===== src/rtl/decode38_hold.sv =====
// decode38_hold
// Registered 3-to-8 decoder with a programmable one-hot hold time.
// An event (in_valid & in_ready) is decoded into a one-hot line that stays
// high for HOLD_CYCLES cycles. During that time no new event is taken.
// The block also keeps a sticky mask of every code seen and a saturating
// count of accepted events.
//
// Ports:
//   clk        rising-edge system clock
//   rst        synchronous, active-high reset (highest priority)
//   in_valid   upstream event present; must be held until accepted
//   in_code    3-bit index to decode
//   in_ready   high in IDLE when rst is low (combinational)
//   clr        synchronous clear of sticky mask and event count
//   onehot     1 << code while holding, else 0
//   sticky     OR of accepted one-hot values since last rst/clr
//   last_code  code of the most recent accepted event
//   ev_cnt     accepted-event count, saturates at 255
//   busy       high while in HOLD
//   ledr       {sticky, onehot}
module decode38_hold #(
  parameter int unsigned HOLD_CYCLES = 4
) (
  input  logic        clk,
  input  logic        rst,
  input  logic        in_valid,
  input  logic [2:0]  in_code,
  output logic        in_ready,
  input  logic        clr,
  output logic [7:0]  onehot,
  output logic [7:0]  sticky,
  output logic [2:0]  last_code,
  output logic [7:0]  ev_cnt,
  output logic        busy,
  output logic [15:0] ledr
);

  typedef enum logic [0:0] {
    ST_IDLE = 1'b0,
    ST_HOLD = 1'b1
  } state_e;

  // The down-counter starts at HOLD_CYCLES-1 and the exit happens on the
  // edge where it reads zero, giving exactly HOLD_CYCLES cycles of onehot.
  localparam logic [7:0] HOLD_INIT = 8'(HOLD_CYCLES - 1);

  function automatic logic [7:0] dec3(input logic [2:0] code);
    dec3 = 8'b0000_0001 << code;
  endfunction

  state_e      state_q, state_d;
  logic [7:0]  hcnt_q, hcnt_d;
  logic [7:0]  onehot_q, onehot_d;
  logic [7:0]  sticky_q, sticky_d;
  logic [2:0]  last_code_q, last_code_d;
  logic [7:0]  ev_cnt_q, ev_cnt_d;
  logic        in_ready_s;
  logic        accept_s;
  logic [7:0]  code_dec_s;

  assign in_ready_s = (state_q == ST_IDLE) & ~rst;
  assign accept_s   = in_valid & in_ready_s;
  assign code_dec_s = dec3(in_code);

  // Next-state logic for the hold FSM and the event bookkeeping registers.
  always_comb begin
    state_d     = state_q;
    hcnt_d      = hcnt_q;
    onehot_d    = onehot_q;
    last_code_d = last_code_q;
    sticky_d    = sticky_q;
    ev_cnt_d    = ev_cnt_q;

    case (state_q)
      ST_IDLE: begin
        if (accept_s) begin
          state_d     = ST_HOLD;
          onehot_d    = code_dec_s;
          last_code_d = in_code;
          hcnt_d      = HOLD_INIT;
        end else begin
          state_d     = ST_IDLE;
        end
      end
      ST_HOLD: begin
        if (hcnt_q == 8'd0) begin
          state_d  = ST_IDLE;
          onehot_d = 8'h00;
        end else begin
          hcnt_d   = hcnt_q - 8'd1;
        end
      end
      default: begin
        state_d  = ST_IDLE;
        onehot_d = 8'h00;
        hcnt_d   = 8'd0;
      end
    endcase

    // A clear in the same cycle as an accept still records the new event.
    if (clr && accept_s) begin
      sticky_d = code_dec_s;
      ev_cnt_d = 8'd1;
    end else if (clr) begin
      sticky_d = 8'h00;
      ev_cnt_d = 8'd0;
    end else if (accept_s) begin
      sticky_d = sticky_q | code_dec_s;
      ev_cnt_d = (ev_cnt_q == 8'hFF) ? 8'hFF : (ev_cnt_q + 8'd1);
    end else begin
      sticky_d = sticky_q;
      ev_cnt_d = ev_cnt_q;
    end
  end

  // State registers with synchronous reset taking priority over all inputs.
  always_ff @(posedge clk) begin
    if (rst) begin
      state_q     <= ST_IDLE;
      hcnt_q      <= 8'd0;
      onehot_q    <= 8'h00;
      sticky_q    <= 8'h00;
      last_code_q <= 3'd0;
      ev_cnt_q    <= 8'd0;
    end else begin
      state_q     <= state_d;
      hcnt_q      <= hcnt_d;
      onehot_q    <= onehot_d;
      sticky_q    <= sticky_d;
      last_code_q <= last_code_d;
      ev_cnt_q    <= ev_cnt_d;
    end
  end

  assign in_ready  = in_ready_s;
  assign onehot    = onehot_q;
  assign sticky    = sticky_q;
  assign last_code = last_code_q;
  assign ev_cnt    = ev_cnt_q;
  assign busy      = (state_q == ST_HOLD);
  assign ledr      = {sticky_q, onehot_q};

endmodule

===== config.mk =====
export PLATFORM = sky130hd
export DESIGN_NAME = decode38_hold
export DESIGN_NICKNAME = d
export VERILOG_FILES = /design/src/rtl/decode38_hold.sv
export SDC_FILE = /design/constraint.sdc
export NUM_CORES = 1
export LEC_CHECK = 0
export BUFFER_PORTS_ARGS = -buffer_cell sky130_fd_sc_hd__buf_2
export CORE_MARGIN = 4
export CORE_UTILIZATION = 50
export DETAILED_ROUTE_END_ITERATION = 12
export PLACE_DENSITY = 0.84
export SYNTH_ARGS = -nofsm -noshare
export SYNTH_HDL_FRONTEND = slang
export SYNTH_SLANG_ARGS = --single-unit

===== constraint.sdc =====
create_clock -name clk -period 1.9 [get_ports clk]
set_input_delay 0.285 -clock clk [delete_from_list [all_inputs] [get_ports clk]]
set_output_delay 0.285 -clock clk [all_outputs]
set_load 0.05 [all_outputs]

; ---- Word level (Yosys, flattened, before mapping)
; Index checks and enable logic that the tools add are counted.
[classes]
n_reduce_logical = 7
shifts = 1
addsub = 2
eq_ne = 4
mux = 16
n_bitwise = 5
[op_table]
columns = cell, count
row1 = $mux W8, 8
row2 = $pmux W8 S2, 2
row3 = $add A8 B1 Y8 const B, 1
row4 = $eq A8 B8 Y1 const B, 1
row5 = $logic_not A8 Y1, 1
row6 = $or A8 B8 Y8, 1
row7 = $shl A1 B3 Y8 const A, 1
row8 = $sub A8 B1 Y8 const B, 1
row9 = $reduce_and A2 Y1, 3
row10 = $mux W1, 5
row11 = $ne A2 B2 Y1 const B, 2
row12 = $reduce_bool A3 Y1, 1
row13 = $reduce_or A3 Y1, 1
row14 = $and A1 B1 Y1, 2
row15 = $ne A2 B1 Y1 const B, 1
row16 = $not A1 Y1, 2
row17 = $pmux W1 S2, 1
row18 = $logic_and A1 B1 Y1, 1
[word_totals]
wordCells = 42
out_inout_bits = 45
in_bits = 7
register_bits = 36

; ---- Logic depth before layout (Yosys ltp)
[depth]
word_depth = 6
depth_mapped = 6
depth_no_buf = 6

; ---- Worst setup path before layout
; OpenSTA, ideal clock, no wires.
[synth_path]
path_type = register to register
from = register state_q, in the netlist busy
to = register onehot_q[0], in the netlist onehot[0]
setup_time_ns = 0.058
arrival_ns = 1.931
slack_ns = -0.090
stages_incl_launch_ff = 6
n_path_buf = 1
path_cell_list = dfxtp_1 buf_2 nor2b_2 nor2_1 a21boi_1 a21o_1
[synth_via]
elab_chain_len = 5
elab_cells_between_ends = 7
cone_classes = eq/ne: 2 / mux: 1 / bitwise: 3 / reduce/logical: 1
[synth_rtl]
columns = item, line_no
row1 = start: declaration, 51  ; state_e state_q, state_d;
row2 = start signal: assignment, 126  ; state_q <= state_d;
row3 = $not A1 Y1, n/a
row4 = $and A1 B1 Y1, 61  ; assign in_ready_s = (state_q == ST_IDLE) & ~rst;
row5 = $and A1 B1 Y1, 62  ; assign accept_s = in_valid & in_ready_s;
row6 = $ne A2 B2 Y1 (no line), n/a
row7 = $reduce_and A2 Y1 (no line), n/a
row8 = end signal: assignment, 128  ; onehot_q <= onehot_d;
row9 = end: declaration, 53  ; logic [7:0] onehot_q, onehot_d;
; Parallel ways exist; a longest one is shown, timed or not.
; A chain may end at the register's enable or synchronous reset.

; ---- Final worst setup path
[layout_path]
from = register hcnt_q[2]
to = register hcnt_q[7]
[layout_via]
elab_chain_len = 3
elab_cells_between_ends = 6
cone_classes = add/sub: 1 / eq/ne: 1 / mux: 2 / reduce/logical: 2
[layout_rtl]
columns = item, line_no
row1 = start: declaration, 52  ; logic [7:0] hcnt_q, hcnt_d;
row2 = start signal: assignment, 127  ; hcnt_q <= hcnt_d;
row3 = $sub A8 B1 Y8 or $logic_not A8 Y1 (tied branches), "90, 86"
row4 = $mux W8 or $ne A2 B2 Y1 (tied branches), n/a
row5 = $pmux W8 S2 or $reduce_and A2 Y1 (tied branches), n/a
; Parallel ways exist; a longest one is shown, timed or not. The select of a mux whose other input is x is not followed.

==> impl_metrics.json <==
{
  "p_leak_nw": 1.03,
  "antenna_found_initial": 0,
  "avgSynthCellArea_um2": 9.21,
  "initial_core_util_pct": 52.7,
  "grt_max_degree": 18,
  "grt_pass1_wl_mm": 5.61,
  "finClkSkew_ns": 0.00344,
  "cts_sinks": 36,
  "grt_setup_unrepaired": "false",
  "dp_hpwl_mm": 2.57,
  "h-tree-depth": 2,
  "setup_viol": 0,
  "crit_path_end_kind": "flop",
  "status": "finished clean",
  "maxSlewHeadroom_pct": 68.3,
  "synth-seq-area-share_pct": 44.4,
  "netlist_area_mm2": 0.00162,
  "finalHoldViolCount": 0,
  "crit_start": "hcnt_q[2]",
  "r2r-start": "hcnt_q[2]",
  "wl_per_cell_um": 12.7,
  "core.rowCount": 20,
  "ant_nets": 0,
  "finalCritPeriodShare_pct": 93.2,
  "clock.fmax_mhz": 565,
  "wl_mm": 3.36,
  "synth_seq_cells": 36,
  "area_growth_pct": 18.6,
  "synthSimpleGateAreaFrac_pct": 18.6,
  "r2r_end": "hcnt_q[7]",
  "critPathArrivalTime_ns": 2.04,
  "fin_crit_ns": 1.77,
  "drv_cap": 0,
  "synth_compound_area_share_pct": 19.1,
  "tns_ns": 0,
  "hold_class": "input pin to flop",
  "post_cts_buffers": 0,
  "critPathCapture": "hcnt_q[7]",
  "vias_per_cell": 5.33,
  "cp-start-kind": "flop",
  "n_fill_cell": 285,
  "final_area_mm2": 0.00192,
  "num_vias": 1407,
  "die_h_um": 65.0,
  "path_clk_slew_ns": 0.10,
  "synth_cell_type_count": 39,
  "die-area_mm2": 0.00422,
  "clk_path_buf_depth": 2,
  "drt-initial-drc-count": 75,
  "finalMaxSlewViolations": 0,
  "crit_fanout": 6,
  "grt_overflow": 0,
  "synth_xor_area_share_pct": 2.16,
  "rr_worst_depth": 4,
  "cts_tree": "built",
  "grt_pass1_vias": 1259,
  "powerDensity_mw_per_mm2": 878,
  "layout.nets": 228,
  "worstSetupPathType": "flop to flop",
  "synthAdderAreaFrac_pct": 1.54,
  "tightest_slew_ns": 0.476,
  "vdd_ir_drop_max_uv": 390,
  "syn_inst": 176,
  "place.gp.congestion": 0.770,
  "fin_util_pct": 62.5,
  "rrSetupSlack_ns": 0.13,
  "required_ns": 2.17,
  "drive_gt1_share_pct": 33.2,
  "coreArea_mm2": 0.00308,
  "die_w_um": 65.0,
  "root_buffer": "clkbuf_4",
  "synth_top_family_by_area": "compound AO/OA/AOI/OAI gates",
  "worst_slack_ns": 0.130,
  "pre_cts_ws_ns": 0.0559,
  "insertedDiodeCount": 0,
  "io_buffers": 51,
  "pin_count": 52,
  "grt_usage_pct": 17.2,
  "place_area_mm2": 0.00184,
  "yosysWarningCount": 0,
  "drc_errors": 0,
  "insertion_delay_ns": 0.33,
  "cts_buffers": 5,
  "synth_nets": 185,
  "synth.mux.area_fraction_pct": 3.70,
  "drt-pass1-iter-count": 4
}
-- cells in the mapped netlist --
master	instances	share of area, %
ha_1	2	1.5
nand3_1	3	0.93
mux2i_1	6	3.7
a211oi_1	2	0.93
a21oi_1	6	1.9
nand2_1	14	3.2
and3_1	2	0.77
xor2_1	2	1.1
a2111oi_0	2	1.1
nor2_1	10	2.3
xnor2_1	2	1.1
nor2b_2	1	0.54
nand2b_1	3	1.2
a22o_1	2	1.1
o31a_1	1	0.54
a31oi_1	2	0.77
inv_1	6	1.4
a311oi_1	1	0.54
nor3b_2	1	0.77
a21boi_1	1	0.46
a21o_1	16	7.4
nor2b_1	1	0.39
a31o_2	1	0.54
o31ai_4	1	1.3
nand4_1	4	1.5
buf_1	1	0.23
nor3_1	8	2.5
buf_4	16	7.4
and4_1	1	0.54
clkbuf_1	2	0.46
dfxtp_1	36	44
o211ai_2	1	0.77
buf_2	3	0.93
or4_1	1	0.46
o21ai_0	3	0.93
o21ai_1	3	0.93
nor4_1	2	0.77
or2_2	1	0.39
or3_1	6	2.3
-- critical path, stage by stage (launching register included) --
cell and delay [ns]:
dfxtp_1 0.35, or4_4 0.59, o31a_1 0.38, o21ai_1 0.20
mux2i_1 0.19
-- how the worst min path moves through the flow --
stage,from,endpoint,slack (ns),cells past startpoint
after floorplan,in_code[0],last_code[0],0.42,1
after global placement,last_code[2],last_code[2],0.44,2
after detailed placement,last_code[2],last_code[2],0.43,2
after CTS,in_code[1],last_code[1],0.23,2
after global routing,in_code[1],last_code[1],0.25,2
final,in_code[1],last_code[1],0.24,2
-- metrics by stage --
step                power, mW  instances  hold slack, ns
finish                   1.69        264           0.244
global route             1.78        264           0.246
detailed placement       1.18        256           0.435
global placement         1.18        256           0.440
CTS                      1.70        264           0.233
floorplan                1.10        176           0.418
-- routing by layer --
metal	track usage, %	up-vias	part of all wire [%]
met1	20.3	654	44
met2	28.5	52	47
li1	-	694	-
met3	5.89	7	7.9
met4	6.60	0	1.4
met5	0	-	0
-- registers in the layout, summed over array words and instances (netlist names) --
signal     flops
ev_cnt         8
hcnt_q         8
onehot         8
sticky         8
last_code      3
busy           1
-- cell usage in the layout, fill, tap and decap left out, types with 2 or more instances in the layout --
cell type and n:
buf_2 51, dfxtp_1 36, a21o_1 16, nand2_1 14
nor2_1 10, nor3_1 8, buf_4 7, inv_1 6
a21oi_1 6, or3_1 6, mux2i_1 6, clkbuf_4 5
nand4_1 4, nand2b_1 3, o21ai_1 3, nand3_1 3
o21ai_0 3, nor4_1 2, and3_1 2, a31oi_1 2
xnor2_1 2, a22o_1 2, a211oi_1 2, xor2_1 2
ha_1 2
-- final cells by class --
class / instances / area (um2) / share of cell area [%]
multi-input combinational: 112 / 741 / 38.5
sequential: 36 / 721 / 37.5
timing repair buffer: 58 / 308 / 16.0
tap: 44 / 55.1 / 2.86
clock buffer: 6 / 41.3 / 2.15
clock inverter: 2 / 35.0 / 1.82
inverter: 6 / 22.5 / 1.17
-- report_power, final --
group,internal [mW],switching (mW)
Combinational,0.123,0.225
Clock,0.276,0.243
Sequential,0.788,0.0354
Total,1.19,0.503
-- kinds of logic after synthesis --
logic type,Yosys count
and+or+nand+nor,58
adders and majority gates,2
DFF,36
buffers and inverters,28
xor gates and xnor gates,4
muxes,6
AOI/OAI and AO/OA,42
-- what timing repair did --
action                     4_1_cts  5_1_grt
gates resized for setup          0        2
setup endpoints to repair        0        6
hold buffers                     0        0
Note: power is estimated with default switching activity, not from simulation.
